==> config.mk <==
export PLATFORM = sky130hd
export DESIGN_NAME = move_ranker
export DESIGN_NICKNAME = d
export VERILOG_FILES = /design/src/rtl/move_ranker.sv
export SDC_FILE = /design/constraint.sdc
export NUM_CORES = 1
export LEC_CHECK = 0
export ABC_AREA = 1
export ABC_CLOCK_PERIOD_IN_PS = 3800
export BUFFER_PORTS_ARGS = -buffer_cell sky130_fd_sc_hd__buf_2
export CAP_MARGIN = 20
export CORE_ASPECT_RATIO = 1.4
export CORE_MARGIN = 2
export CORE_UTILIZATION = 56
export DETAILED_ROUTE_END_ITERATION = 10
export PLACE_DENSITY_LB_ADDON = 0.15
export REMOVE_ABC_BUFFERS = 1
export SETUP_SLACK_MARGIN = 0.2
export SLEW_MARGIN = 10
export SYNTH_ARGS = -nofsm -noshare
export SYNTH_HDL_FRONTEND = slang
export SYNTH_SLANG_ARGS = --single-unit
==> constraint.sdc <==
create_clock -name Clk -period 3.8 [get_ports Clk]
set_input_delay 0.57 -clock Clk [delete_from_list [all_inputs] [get_ports Clk]]
set_output_delay 0.57 -clock Clk [all_outputs]
set_load 0.02 [all_outputs]
==> src/rtl/move_ranker.sv <==
// rtl/move_ranker.sv - sequential legal-move ranker streaming moves in descending score order
module move_ranker #(
    parameter int NUM_CELLS = 9,
    parameter int SCORE_W   = 7,
    parameter int IDX_W     = 4,
    parameter int MAX_RANKS = 9,
    parameter int RANK_W    = 4
) (
    input  logic                         Clk,
    input  logic                         reset,
    input  logic                         start_i,
    input  logic                         abort_i,
    input  logic [NUM_CELLS*SCORE_W-1:0] scores_i,
    input  logic [NUM_CELLS-1:0]         occ_i,
    output logic                         busy_o,
    output logic                         move_valid_o,
    input  logic                         move_ready_i,
    output logic [IDX_W-1:0]             move_idx_o,
    output logic [SCORE_W-1:0]           move_score_o,
    output logic [RANK_W-1:0]            move_rank_o,
    output logic                         done_o,
    output logic                         no_move_o
);

    typedef enum logic [1:0] {IDLE, SCAN, OUT, DONE} state_t;

    state_t                     state_q, state_d;
    logic signed [SCORE_W-1:0]  score_q [NUM_CELLS];
    logic signed [SCORE_W-1:0]  score_d [NUM_CELLS];
    logic [NUM_CELLS-1:0]       occ_q, occ_d;
    logic [NUM_CELLS-1:0]       tried_q, tried_d;
    logic [RANK_W-1:0]          rank_q, rank_d;
    logic [IDX_W-1:0]           cnt_q, cnt_d;
    logic                       found_q, found_d;
    logic [IDX_W-1:0]           best_idx_q, best_idx_d;
    logic signed [SCORE_W-1:0]  best_score_q, best_score_d;
    logic [IDX_W-1:0]           move_idx_q, move_idx_d;
    logic [SCORE_W-1:0]         move_score_q, move_score_d;
    logic [RANK_W-1:0]          move_rank_q, move_rank_d;
    logic                       done_q, done_d;
    logic                       no_move_q, no_move_d;

    logic signed [SCORE_W-1:0]  cur_score;
    logic                       eligible;
    logic                       take;

    assign cur_score = score_q[cnt_q];
    assign eligible  = !occ_q[cnt_q] && !tried_q[cnt_q];
    // found flag instead of a sentinel so the most negative score still wins;
    // strict > keeps the lowest index on ties
    assign take      = eligible && (!found_q || (cur_score > best_score_q));

    always_comb begin
        state_d      = state_q;
        score_d      = score_q;
        occ_d        = occ_q;
        tried_d      = tried_q;
        rank_d       = rank_q;
        cnt_d        = cnt_q;
        found_d      = found_q;
        best_idx_d   = best_idx_q;
        best_score_d = best_score_q;
        move_idx_d   = move_idx_q;
        move_score_d = move_score_q;
        move_rank_d  = move_rank_q;
        done_d       = 1'b0;
        no_move_d    = 1'b0;

        case (state_q)
            IDLE: begin
                if (start_i) begin
                    for (int k = 0; k < NUM_CELLS; k++) begin
                        score_d[k] = scores_i[k*SCORE_W +: SCORE_W];
                    end
                    occ_d   = occ_i;
                    tried_d = '0;
                    rank_d  = '0;
                    cnt_d   = '0;
                    found_d = 1'b0;
                    state_d = SCAN;
                end
            end
            SCAN: begin
                if (abort_i) begin
                    state_d = IDLE;
                end else begin
                    if (take) begin
                        found_d      = 1'b1;
                        best_idx_d   = cnt_q;
                        best_score_d = cur_score;
                    end
                    if (cnt_q == IDX_W'(NUM_CELLS - 1)) begin
                        if (found_d) begin
                            // presented move is captured here so it stays put
                            // while the next scan reuses the best registers
                            state_d      = OUT;
                            move_idx_d   = best_idx_d;
                            move_score_d = best_score_d;
                            move_rank_d  = rank_q;
                        end else begin
                            state_d = DONE;
                        end
                    end else begin
                        cnt_d = cnt_q + 1'b1;
                    end
                end
            end
            OUT: begin
                if (abort_i) begin
                    state_d = IDLE;
                end else if (move_ready_i) begin
                    tried_d[best_idx_q] = 1'b1;
                    rank_d  = rank_q + 1'b1;
                    found_d = 1'b0;
                    cnt_d   = '0;
                    state_d = (rank_d == RANK_W'(MAX_RANKS)) ? DONE : SCAN;
                end
            end
            DONE: begin
                // done/no_move are registered: the pulse appears the cycle after DONE
                done_d    = 1'b1;
                no_move_d = (rank_q == '0);
                state_d   = IDLE;
            end
            default: state_d = IDLE;
        endcase
    end

    always_ff @(posedge Clk) begin
        if (reset) begin
            state_q <= IDLE;
            for (int k = 0; k < NUM_CELLS; k++) begin
                score_q[k] <= '0;
            end
            occ_q        <= '0;
            tried_q      <= '0;
            rank_q       <= '0;
            cnt_q        <= '0;
            found_q      <= 1'b0;
            best_idx_q   <= '0;
            best_score_q <= '0;
            move_idx_q   <= '0;
            move_score_q <= '0;
            move_rank_q  <= '0;
            done_q       <= 1'b0;
            no_move_q    <= 1'b0;
        end else begin
            state_q      <= state_d;
            score_q      <= score_d;
            occ_q        <= occ_d;
            tried_q      <= tried_d;
            rank_q       <= rank_d;
            cnt_q        <= cnt_d;
            found_q      <= found_d;
            best_idx_q   <= best_idx_d;
            best_score_q <= best_score_d;
            move_idx_q   <= move_idx_d;
            move_score_q <= move_score_d;
            move_rank_q  <= move_rank_d;
            done_q       <= done_d;
            no_move_q    <= no_move_d;
        end
    end

    assign busy_o       = (state_q != IDLE);
    assign move_valid_o = (state_q == OUT);
    assign move_idx_o   = move_idx_q;
    assign move_score_o = move_score_q;
    assign move_rank_o  = move_rank_q;
    assign done_o       = done_q;
    assign no_move_o    = no_move_q;

endmodule

* Word-level counts from Yosys, hierarchy flattened
Cells that the tools add are included.
Word-level totals: logic and storage cells 106, bits of input ports 77, register bits 120, output and inout bits 19
Cells by class: muxes and demuxes 41, bitwise logic cells 4, $add $sub $neg 2, magnitude comparators 5, reduce and logical (&&, ||, !) cells 20, eq/ne operators 12
Operator list (count):
- 4-bit two-way mux | 8
- 7-bit binary-select mux with 4-bit select | 1
- 9-bit two-way mux | 3
- 7-bit two-way mux | 3
- 9-bit one-hot mux with 2 select lines | 1
- 1-bit two-way mux | 12
- 2-bit two-way mux | 6
- 4-bit one-hot mux with 3 select lines | 1
- 4-bit by 5-bit less-than comparator with 1-bit output, second input constant | 2
- 9-bit OR | 1
- 4-bit by 1-bit adder with 4-bit output, second input constant | 2
- 1-bit binary-select mux with 4-bit select | 2
- 4-bit == test, second input constant | 2
- 2-bit inequality test, second input constant | 4
- 2-bit one-hot mux with 4 select lines | 1
- 4-bit one-hot mux with 2 select lines | 1
- 4-bit AND reduction | 2
- 7-bit greater-than comparator | 1
- 6-bit AND reduction | 1
- 5-bit greater-or-equal comparator, second input constant | 1
- 4-bit NOT with 5-bit output | 1
- 5-bit AND reduction | 1
- 1-bit demux with 4-bit select | 1
- 2-bit == test, second input constant | 2
- other kinds (17) | 24

* Depth between registers and ports, before layout
Gate-level depths: netlist of run 1.
word-level depth 14, gate-level depth with buffers 23, mapped depth without buffers 20

* Worst setup path before layout of run 1
OpenSTA, ideal clock, no wires.
path type register to register, start register cnt_q[0], end register move_score_q[3] (netlist: move_score_o[3]), arrival 2.577 ns, cell stages (with the launch flop) 21, clock period less this slack 2.641 ns, setup slack 1.159 ns, required time 3.736 ns, cell sequence dfxtp_1 buf_6 inv_4 buf_6 buf_2 o21ai_0 nand4_1 nand3_1 nand2_1 ha_1 a21o_1 nor2_1 nand2_1 nand2_1 nand3_1 nand2_1 clkbuf_1 nand3_1 nand2_1 nor2_1 nor2_1
Between the ends: cells in the longest elaborated chain, start to end 11, elaborated cells between the ends (all ways) 20
Ends and longest elaborated chain:
- from (decl) | line 33 | logic [IDX_W-1:0] cnt_q, cnt_d;
- from (signal assigned) | line 153 | cnt_q <= cnt_d;
- 4-bit NOT with 5-bit output (not written as such) | line 47 | assign cur_score = score_q[cnt_q];
- 7-bit binary-select mux with 4-bit select | line 47
- 7-bit two-way mux (not written as such) (2 in a row) | line 47
- 7-bit greater-than comparator | line 51 | assign take = eligible && (!found_q || (cur_score > best_score_q));
- 1-bit logical OR | line 51
- 1-bit logical AND | line 51
- 1-bit two-way mux | line 87 | if (take) begin
- 1-bit two-way mux | line 84 | if (abort_i) begin
- 1-bit two-way mux | line 69 | case (state_q)
- 4-bit AND reduction (no source line)
- to (signal assigned) | line 158 | move_score_q <= move_score_d;
- to (decl) | line 38 | logic [SCORE_W-1:0] move_score_q, move_score_d;
Several ways; a longest one is shown, not always the timed one. The select of a mux whose other input is x is not followed. A chain may end at the register's enable or synchronous reset.

* Final worst setup path of run 1
start register cnt_q[0], end register move_score_q[0] (netlist: move_score_o[0])
The elaborated chain is that of the path after synthesis.

==> results of run 1 <==
==> path summary, 6_finish.rpt <==
| check | slack (ns) | cells after the start | start | endpoint |
|---|---|---|---|---|
| worst min register to register | 0.45 | 2 | tried_q[0] | tried_q[0] |
| worst min-delay path | 0.37 | 3 | scores_i[13] | score_q[55] |
| worst max-delay path | 0.64 | 20 | cnt_q[0] | move_score_o[0] |
| worst max register to register | 0.64 | 20 | cnt_q[0] | move_score_o[0] |
==> synth_stat cells <==
| master | instances |
|---|---|
| clkinv_1 | 1 |
| a211oi_1 | 2 |
| nor2_1 | 219 |
| and3_1 | 2 |
| buf_8 | 1 |
| buf_2 | 7 |
| nand3b_1 | 1 |
| a21o_1 | 1 |
| inv_4 | 1 |
| o21ai_0 | 96 |
| clkbuf_1 | 30 |
| o211ai_1 | 13 |
| nand3_1 | 42 |
| and2_1 | 1 |
| inv_1 | 63 |
| nor3_1 | 6 |
| nor2_4 | 2 |
| buf_6 | 3 |
| dfxtp_1 | 120 |
| a21oi_2 | 5 |
| nand4_1 | 8 |
| nand2_1 | 123 |
| xnor2_1 | 2 |
| o21ai_1 | 2 |
| nand2_2 | 7 |
| nand2_4 | 2 |
| nor2_2 | 1 |
| ha_1 | 12 |
| inv_2 | 2 |
| buf_4 | 3 |
| a21oi_1 | 38 |
==> registers in the layout (all words and copies together), names as in the netlist <==
| signal | count |
|---|---|
| score_q | 63 |
| best_idx_q | 4 |
| no_move_o | 1 |
| move_score_o | 7 |
| found_q | 1 |
| tried_q | 9 |
| done_o | 1 |
| state_q | 2 |
| best_score_q | 7 |
| cnt_q | 4 |
| move_idx_o | 4 |
| occ_q | 9 |
| move_rank_o | 4 |
| rank_q | 4 |
==> worst max-delay path, delay by kind of cell (launching register included) <==
kind	cells	cell delay [ns]
compound gates	1	0.08
simple gates	16	1.82
flops	1	0.53
fa+ha+maj	1	0.24
buf+inv	2	0.36
==> cell families (layout without fill, tap and decap cells) <==
kind of cell / count (synthesis) / in the layout / share of synthesized area
and+or+nand+nor: 414 / 414 / 0.304
buffers and inverters: 111 / 203 / 0.0847
xor gates and xnor gates: 2 / 2 / 0.00314
adders and majority gates: 12 / 12 / 0.0269
AOI/OAI and AO/OA: 157 / 157 / 0.151
DFF: 120 / 120 / 0.430
==> per-layer routing <==
metal  vias to the layer above  GRT usage
li1                       2786          -
met1                      2523      0.329
met2                       181      0.466
met3                        41     0.0569
met4                         0      0.154
met5                         -          0
==> area by class of cell <==
cell class                 instances  share of cell area
multi-input combinational        585               0.407
sequential                       120               0.360
timing repair buffer             105              0.0824
clock buffer                      23              0.0730
inverter                          67              0.0386
tap                              135              0.0253
clock inverter                     8              0.0142
==> power groups by stage <==
stage	Combinational, mW	Clock [mW]	Sequential (mW)
after floorplan	0.397	0	1.43
after global placement	0.561	0	1.45
after detailed placement	0.573	0	1.45
after CTS	0.583	1.59	1.43
after global routing	0.684	1.65	1.44
final	0.598	1.58	1.43
==> stage by stage <==
step | instance area [sq um] | worst slack, ns
6_report | 6680 | 0.642
5_1_grt | 6680 | 0.292
4_1_cts | 6650 | 0.294
3_5_place_dp | 6070 | 0.387
3_3_place_gp | 6070 | 0.421
2_1_floorplan | 5360 | -0.134
==> what timing repair did <==
| item | in CTS | in global routing |
|---|---|---|
| gates resized for setup | 0 | 4 |
| buffers inserted | 0 | 3 |
| setup endpoints to repair | 0 | 22 |
==> run_results.csv, run 1 <==
group,metric,value,unit
sta,finalHoldViolCount,0,
power_and_ir_drop,switching_power,1.01,mW
power_and_ir_drop,peakVddDrop,363,uV
power_and_ir_drop,p_int,2.59,mW
flow_run,maxCapViolations,0,
global_route,track_usage,0.279,
power_and_ir_drop,combPwrFrac,0.166,
route,wl,14200,microns
route,wl_met3,670,microns
clock_tree,htree_levels,4,
global_route,grt_pass1_wl,23500,microns
clock_tree,cts_made_buffers,17,
power_and_ir_drop,p_seq_frac,0.397,
yosys,synth_cell_type_count,31,
route,ant_nets,0,
cells_and_area,final_common_cell,"nor2_1",
cells_and_area,final_cell_mix,"nor2_1 (218), nand2_1 (121), dfxtp_1 (119)",
die,ioPinCount,96,
placement,gp_congestion,0.924,
die,fp-row-count,43,
setup_path,crit_type,"reg2reg",
global_route,grt_pass1_vias,5244,
sta,fmax,317,MHz
setup_path,critPathLaunchType,"flip-flop",
cells_and_area,finalNonFillerCells,1043,
die,die_h,122,microns
clock_tree,cts_sinks,120,
setup_path,path_cells,"inv_4, nor2_4, buf_4, nand2_1, o211ai_1, nand3_1, nand2_1, ha_1, nand2_1, nor2_1, nand2_1, nand2_1, nand2_1, nand3_1, nand2_2, nand2_2, nand2_1, nand2_1, nor2_1, nor2_1",
global_route,grt_max_degree,74,
power_and_ir_drop,power_density,539,nW/um^2
yosys,synth_seq_cells,120,
yosys,yosys.area.top_type,"dfxtp_1",
yosys,yosys_warnings,0,
die,start_util,0.570,
die,die_x,88.4,microns
route,dr.pass1.iters,6,
setup_path,cp_common_cell,"nand2_1",
yosys,syn_inst,816,
power_and_ir_drop,power.leakage,3.18,nW
global_route,grt-ovfl-total,0,
worst_hold_path,hold_class,"in2reg",
sta,setup_viol_count_final,0,
cells_and_area,postLayoutCoreUtil,0.683,
route,wl_met2,7010,microns
cells_and_area,multiInputGateArea,2720,sq um
sta,report.final.slew_viol_count,0,
setup_path,worstPathMaxFanout,21,
cells_and_area,fill_cells,908,
clock_tree,holdBufCountCts,0,
sta,grt_setup_unrepaired,"no",
route,via_per_inst,5.30,
placement,io_buffers,95,
yosys,ys_seq_area_frac,0.430,
route,wl_per_cell,13.6,microns
cells_and_area,layout.nets,985,
yosys,netlist_area,5580,sq um
setup_path,cp-end-kind,"flip-flop",
power_and_ir_drop,pwr-share-clk,0.437,
sta,clock_skew,0.00762,ns
power_and_ir_drop,power,3.60,mW
route,drt-initial-drc-count,363,
yosys,synth_top_area_frac,0.430,
route,wl_met1,5980,microns
setup_path,required,4.11,ns
setup_path,cp.arrival,3.47,ns
cells_and_area,area_growth,19.7,%
clock_tree,cts_max_path_buffers,2,
placement,dp_cells,1009,
outcome,outcome,"complete, no violations",
sta,fin_tns_setup,0,ns
sta,max_slew_margin,0.481,
sta,tightest_slew,0.777,ns
die,fp.coreArea,9790,sq um
sta,min_period,3.16,ns
sta,fin_crit_sh,0.831,
clock_tree,cts_tree,"yes",
cells_and_area,n_antenna_cell,0,
clock_tree,ctsRootBufferMaster,"clkbuf_16",
global_route,antenna_found_initial,0,
cells_and_area,seqCellArea,2400,sq um
route,maxUsedRoutingLayer,"met4",
yosys,syn_area_per_cell,6.84,sq um
clock_tree,clkSlewWorstSetupHoldPaths,0.05,ns
route,num_vias,5531,
placement,place_hpwl,9730,microns
power_and_ir_drop,p_sw_frac,0.281,
yosys,synth_area_leaders,"dfxtp_1 (43%), nor2_1 (15%), o21ai_0 (8.6%), nand2_1 (8.3%), inv_1 (4.2%)",
die,dieArea,10800,sq um
cells_and_area,drive_gt1_frac,0.176,
clock_tree,clock_latency,0.42,ns
route,drc_errors,0,
setup_path,cp_slowest_stage_delay,0.53,ns
setup_path,cp_slowest_cell,"dfxtp_1",
sta,hold_ws,0.369,ns
Note: power is estimated with default switching activity, not from simulation.
==> inputs of run 2 (changes only) <==
ABC_AREA = 0   (was 1)
ABC_CLOCK_PERIOD_IN_PS = 2980   (was 3800)
clock period = 2.98 ns   (was 3.8 ns; I/O delays follow)
==> run 2 against run 1 <==
Sequential power up 20%. Combinational power down 6.2%. The run now ends with setup timing left. Largest power group unchanged. Non-clock buffer count up 31. First-iteration DRC count down 1.4%. Critical path depth down 8. Synthesized cell count down 19%. Hold slack worse by 0.10 ns. Core utilization up 6.7 points. Routed wire length up 2.9%. Clock skew up 0.0040 ns. Critical endpoint is now move_idx_o[0]. Cell count down 13%. Power up 16%.
==> run_results.csv, run 2 <==
group,metric,value,unit
global_route,antenna_found_initial,0,
global_route,grt_max_degree,101,
die,fp.coreArea,9510,sq um
sta,fin_tns_setup,-0.180,ns
sta,clock_skew,0.0116,ns
yosys,synth_top_area_frac,0.438,
setup_path,worstPathMaxFanout,6,
cells_and_area,n_antenna_cell,0,
cells_and_area,largest_reg_flops,63,
route,via_per_inst,5.76,
yosys,synth_most_common_cell,"nand2_1",
route,wl,14600,microns
placement,io_buffers,95,
power_and_ir_drop,power,4.19,mW
die,fp-row-count,42,
clock_tree,cts_max_path_buffers,2,
route,drc_errors,0,
sta,fin_ws,-0.0477,ns
cells_and_area,final_common_cell,"nand2_1",
yosys,yosys.area.top_type,"dfxtp_1",
cells_and_area,multiInputGateArea,3030,sq um
route,wl_per_cell,16.1,microns
yosys,netlist_area,5490,sq um
power_and_ir_drop,power_density,587,nW/um^2
setup_path,cp.arrival,3.34,ns
setup_path,cp_slowest_cell,"mux4_2",
yosys,ys_seq_area_frac,0.438,
outcome,violations,"setup timing",
placement,gp_congestion,0.889,
setup_path,cp_slowest_stage_delay,0.49,ns
sta,fin_crit_sh,1.02,
outcome,outcome,"finished with violations",
power_and_ir_drop,peakVddDrop,439,uV
setup_path,path_cells,"buf_16, mux4_2, mux2i_1, o21ai_1, ha_1, nor4b_2, o21ai_1, buf_4, o21ai_4, buf_6, o21ai_2, a311oi_1",
yosys,syn_area_per_cell,8.31,sq um
worst_hold_path,hold_class,"in2reg",
setup_path,path_buf_inv,3,
route,num_vias,5242,
cells_and_area,fill_cells,683,
die,ioPinCount,96,
clock_tree,htree_levels,4,
yosys,synth_seq_cells,120,
cells_and_area,area_growth,29.9,%
global_route,grt-ovfl-total,0,
route,dr.pass1.iters,5,
cells_and_area,largest_register,"score_q",
clock_tree,cts_made_buffers,17,
flow_run,maxCapViolations,0,
yosys,synth-edff-count,0,
setup_path,required,3.29,ns
yosys,syn_inst,660,
yosys,yosys_warnings,0,
setup_path,cp_common_cell,"o21ai_1",
sta,tightest_slew,1.16,ns
sta,report.final.slew_viol_count,0,
die,dieArea,10600,sq um
clock_tree,holdBufCountCts,0,
setup_path,critPathLaunchType,"flip-flop",
global_route,track_usage,0.280,
setup_path,crit_family,"compound AO/OA/AOI/OAI gates",
setup_path,r2r_start,"cnt_q[0]",
clock_tree,clock_latency,0.42,ns
sta,finalHoldViolCount,0,
global_route,grt_pass1_vias,5127,
power_and_ir_drop,power.leakage,2.79,nW
sta,max_slew_margin,0.224,
clock_tree,ctsRootBufferMaster,"clkbuf_16",
sta,grt_setup_unrepaired,"yes",
yosys,synth_cell_type_count,57,
clock_tree,clkSlewWorstSetupHoldPaths,0.05,ns
die,start_util,0.577,
setup_path,crit_type,"reg2reg",
cells_and_area,layout.nets,855,
setup_path,startpoint,"cnt_q[0]",
die,die_h,121,microns
route,ant_nets,0,
yosys,synth_common_cells,"nand2_1 (168), dfxtp_1 (120), a21oi_1 (104)",
clock_tree,cts_tree,"yes",
setup_path,cp-end-kind,"flip-flop",
die,die_x,87.6,microns
cells_and_area,final_cell_mix,"nand2_1 (168), dfxtp_1 (119), a21oi_1 (102)",
global_route,grt_pass1_wl,23600,microns
cells_and_area,drive_gt1_frac,0.299,
yosys,async_reset_ff_frac,0,
yosys,dominantRegCellSynth,"dfxtp_1",
worst_hold_path,min_from,"abort_i",
sta,setup_viol_count_final,7,
route,drt-initial-drc-count,358,
sta,fmax,330,MHz
yosys,synth_area_leaders,"dfxtp_1 (44%), nand2_1 (11%), a21oi_1 (9.5%), mux4_2 (5.7%), ha_1 (2.7%)",
clock_tree,cts_sinks,120,
sta,min_period,3.03,ns
placement,place_hpwl,8730,microns
cells_and_area,largestRegisters,"score_q (63), occ_q (9), tried_q (9)",
cells_and_area,seqCellArea,2410,sq um
run 2: report_power, final:
part	switching, mW	internal, mW
Combinational	0.321	0.240
Sequential	0.0468	1.68
Clock	0.702	1.20
run 2: routing by layer:
| metal | track usage | routed length [microns] | vias up |
|---|---|---|---|
| met5 | 0 | 0 | - |
| met4 | 0.113 | 375 | 0 |
| met3 | 0.0646 | 736 | 36 |
| met2 | 0.464 | 7560 | 182 |
| met1 | 0.347 | 5960 | 2500 |
| li1 | - | - | 2524 |
run 2: timing repair:
item,CTS,global route
setup buffers,11,6
gates resized for setup,32,33
pin swaps,14,22
hold endpoints to repair,0,0
endpoints found under the setup margin,22,22
gates cloned,3,2
run 2: cells by family after synthesis:
family,Yosys count,share of synthesized area
and+or+nand+nor,266,0.217
AOI/OAI and AO/OA,171,0.188
DFF,120,0.438
buffers and inverters,67,0.0541
muxes,21,0.0703
adders and majority gates,12,0.0274
xor gates and xnor gates,3,0.00479
run 2: path summary, 6_finish.rpt:
| kind | endpoint | slack, ns | cells after the start |
|---|---|---|---|
| setup reg to reg | move_idx_o[0] | -0.05 | 12 |
| hold / removal | state_q[1] | 0.26 | 2 |
| hold reg to reg | score_q[52] | 0.45 | 2 |
| setup / recovery | move_idx_o[0] | -0.05 | 12 |
run 2: final cells by class:
| cell class | count | area share |
|---|---|---|
| Sequential cell | 120 | 0.338 |
| Inverter | 18 | 0.00948 |
| Multi-Input combinational cell | 473 | 0.425 |
| Clock buffer | 23 | 0.0671 |
| Tap cell | 132 | 0.0232 |
| Timing Repair Buffer | 136 | 0.128 |
| Clock inverter | 8 | 0.0102 |
run 2: metrics by stage:
step	utilization	hold slack (ns)	std cells	setup WS, ns	area [sq um]
after floorplan	-	0.425	611	-2.90	5260
after global placement	0.640	0.441	857	0.114	6080
after detailed placement	0.640	0.447	857	-0.0345	6080
after CTS	0.724	0.258	902	0.0957	6890
after global routing	0.749	0.266	910	-0.265	7130
final	0.749	0.264	910	-0.0477	7130
==> inputs of run 3 (changes only) <==
PLACE_DENSITY = 0.8   (was unset)
PLACE_DENSITY_LB_ADDON = unset   (was 0.15)
SETUP_SLACK_MARGIN = 0.15   (was 0.2)
==> run 3 against run 2 <==
The flow now finishes without violations. Critical endpoint is now move_idx_o[1]. First-iteration DRC count increased by 5.6%. Largest power group unchanged. Largest cell class unchanged. Hold slack got worse by 0.0032 ns. Clock skew shrank 0.0043 ns.
==> run_results.csv, run 3 (same netlist as run 2, synthesis figures left out) <==
group,metric,value,unit
clock_tree,holdBufCountCts,0,
route,wl_per_cell,16.3,microns
die,die_h,121,microns
power_and_ir_drop,peakVddDrop,476,uV
die,dieArea,10600,sq um
cells_and_area,final_cell_mix,"nand2_1 (168), dfxtp_1 (119), a21oi_1 (101)",
placement,gp_congestion,0.870,
cells_and_area,final_common_cell,"nand2_1",
setup_path,required,3.30,ns
setup_path,cp.arrival,3.30,ns
cells_and_area,area_growth,28.0,%
die,start_util,0.577,
global_route,grt_pass1_wl,23500,microns
clock_tree,cts_max_path_buffers,2,
sta,setup_viol_count_final,0,
sta,report.final.slew_viol_count,0,
setup_path,crit_type,"reg2reg",
sta,fin_ws,0.00385,ns
sta,max_slew_margin,0.305,
sta,tightest_slew,1.04,ns
cells_and_area,largest_register,"score_q",
global_route,grt-ovfl-total,0,
clock_tree,cts_sinks,120,
placement,dp_slack,0.0551,ns
clock_tree,clock_latency,0.42,ns
cells_and_area,largestRegisters,"score_q (63), occ_q (9), tried_q (9)",
worst_hold_path,hold_class,"in2reg",
route,num_vias,5325,
cells_and_area,postLayoutCoreUtil,0.738,
cells_and_area,drive_gt1_frac,0.276,
setup_path,critPathLaunchType,"flip-flop",
route,ant_nets,0,
sta,fin_tns_setup,0,ns
power_and_ir_drop,power.leakage,2.74,nW
sta,grt_setup_unrepaired,"yes",
setup_path,cp-end-kind,"flip-flop",
die,ioPinCount,96,
die,die_x,87.6,microns
route,wl,14700,microns
global_route,antenna_found_initial,0,
clock_tree,cts_tree,"yes",
flow_run,maxCapViolations,0,
sta,fin_crit_sh,0.999,
global_route,track_usage,0.285,
route,via_per_inst,5.92,
route,drt-initial-drc-count,378,
cells_and_area,layout.nets,844,
cells_and_area,largest_reg_flops,63,
route,dr.pass1.iters,5,
clock_tree,htree_levels,4,
sta,clock_skew,0.00730,ns
clock_tree,clkSlewWorstSetupHoldPaths,0.06,ns
placement,place_hpwl,8860,microns
route,drc_errors,0,
sta,finalHoldViolCount,0,
die,fp.coreArea,9510,sq um
die,fp-row-count,42,
sta,min_period,2.98,ns
clock_tree,ctsRootBufferMaster,"clkbuf_16",
global_route,grt_max_degree,101,
outcome,outcome,"complete, no violations",
clock_tree,cts_made_buffers,17,
setup_path,worstPathMaxFanout,8,
power_and_ir_drop,power_density,649,nW/um^2
global_route,grt_pass1_vias,5088,
sta,fmax,336,MHz
cells_and_area,n_antenna_cell,0,
placement,io_buffers,95,
-- run 3: cell count changes in the layout (fill, tap and decap cells not counted), sizes merged --
cell	delta
buf	-10
bufinv	+5
clkbuf	-6
clkinv	+1
-- run 3: final timing paths --
kind | start | endpoint | slack, ns | cells past startpoint
setup reg to reg | cnt_q[0] | move_idx_o[1] | 0.004 | 13
hold reg to reg | score_q[17] | score_q[17] | 0.45 | 2
setup / recovery | cnt_q[0] | move_idx_o[1] | 0.004 | 13
hold / removal | scores_i[18] | score_q[46] | 0.26 | 3
-- run 3: through the flow --
stage / total power [mW] / cells / cell area, sq um / hold WS, ns
after floorplan: 2.02 / 611 / 5260 / 0.425
after global placement: 2.17 / 857 / 6070 / 0.440
after detailed placement: 2.19 / 857 / 6070 / 0.447
after CTS: 4.52 / 896 / 6870 / 0.250
after global routing: 4.70 / 900 / 7020 / 0.263
final: 4.56 / 900 / 7020 / 0.261
-- run 3: cell type report --
type | instances | area [sq um]
fill | 674 | 2490
multi-input combinational | 473 | 2940
inverter | 18 | 67.6
sequential | 120 | 2410
timing repair buffer | 125 | 782
tap | 132 | 165
clock buffer | 18 | 439
clock inverter | 14 | 228
-- run 3: where the power goes --
part | total [mW] | switching [mW] | internal [mW]
Combinational | 0.519 | 0.304 | 0.215
Sequential | 1.72 | 0.0453 | 1.68
Clock | 2.32 | 0.742 | 1.58
-- run 3: routing by layer --
| metal | up-vias | wire (microns) | GRT usage | part of all wire |
|---|---|---|---|---|
| met3 | 65 | 950 | 0.0660 | 0.065 |
| met1 | 2521 | 5720 | 0.337 | 0.39 |
| met5 | - | 0 | 0 | 0 |
| met2 | 242 | 7370 | 0.480 | 0.50 |
| met4 | 0 | 631 | 0.134 | 0.043 |
| li1 | 2497 | - | - | - |
-- run 3: critical path, cell delays in order (launching register included) --
cell and delay, ns:
dfxtp_4 0.40, buf_12 0.15, mux4_2 0.49, mux2i_1 0.20, o21ai_2 0.11, ha_1 0.31
nor2b_2 0.15, o21ai_1 0.18, a21oi_2 0.10, o21ai_2 0.15, buf_4 0.13, buf_6 0.11
o21ai_1 0.10, a311oi_2 0.30
-- run 3: repair_timing --
| item | CTS | global route |
|---|---|---|
| setup endpoints to repair | 19 | 22 |
| buffers inserted | 5 | 3 |
| gates cloned | 2 | 1 |
| endpoints found under the hold margin | 0 | 0 |
| resized for setup | 25 | 24 |
| pin swaps | 9 | 23 |
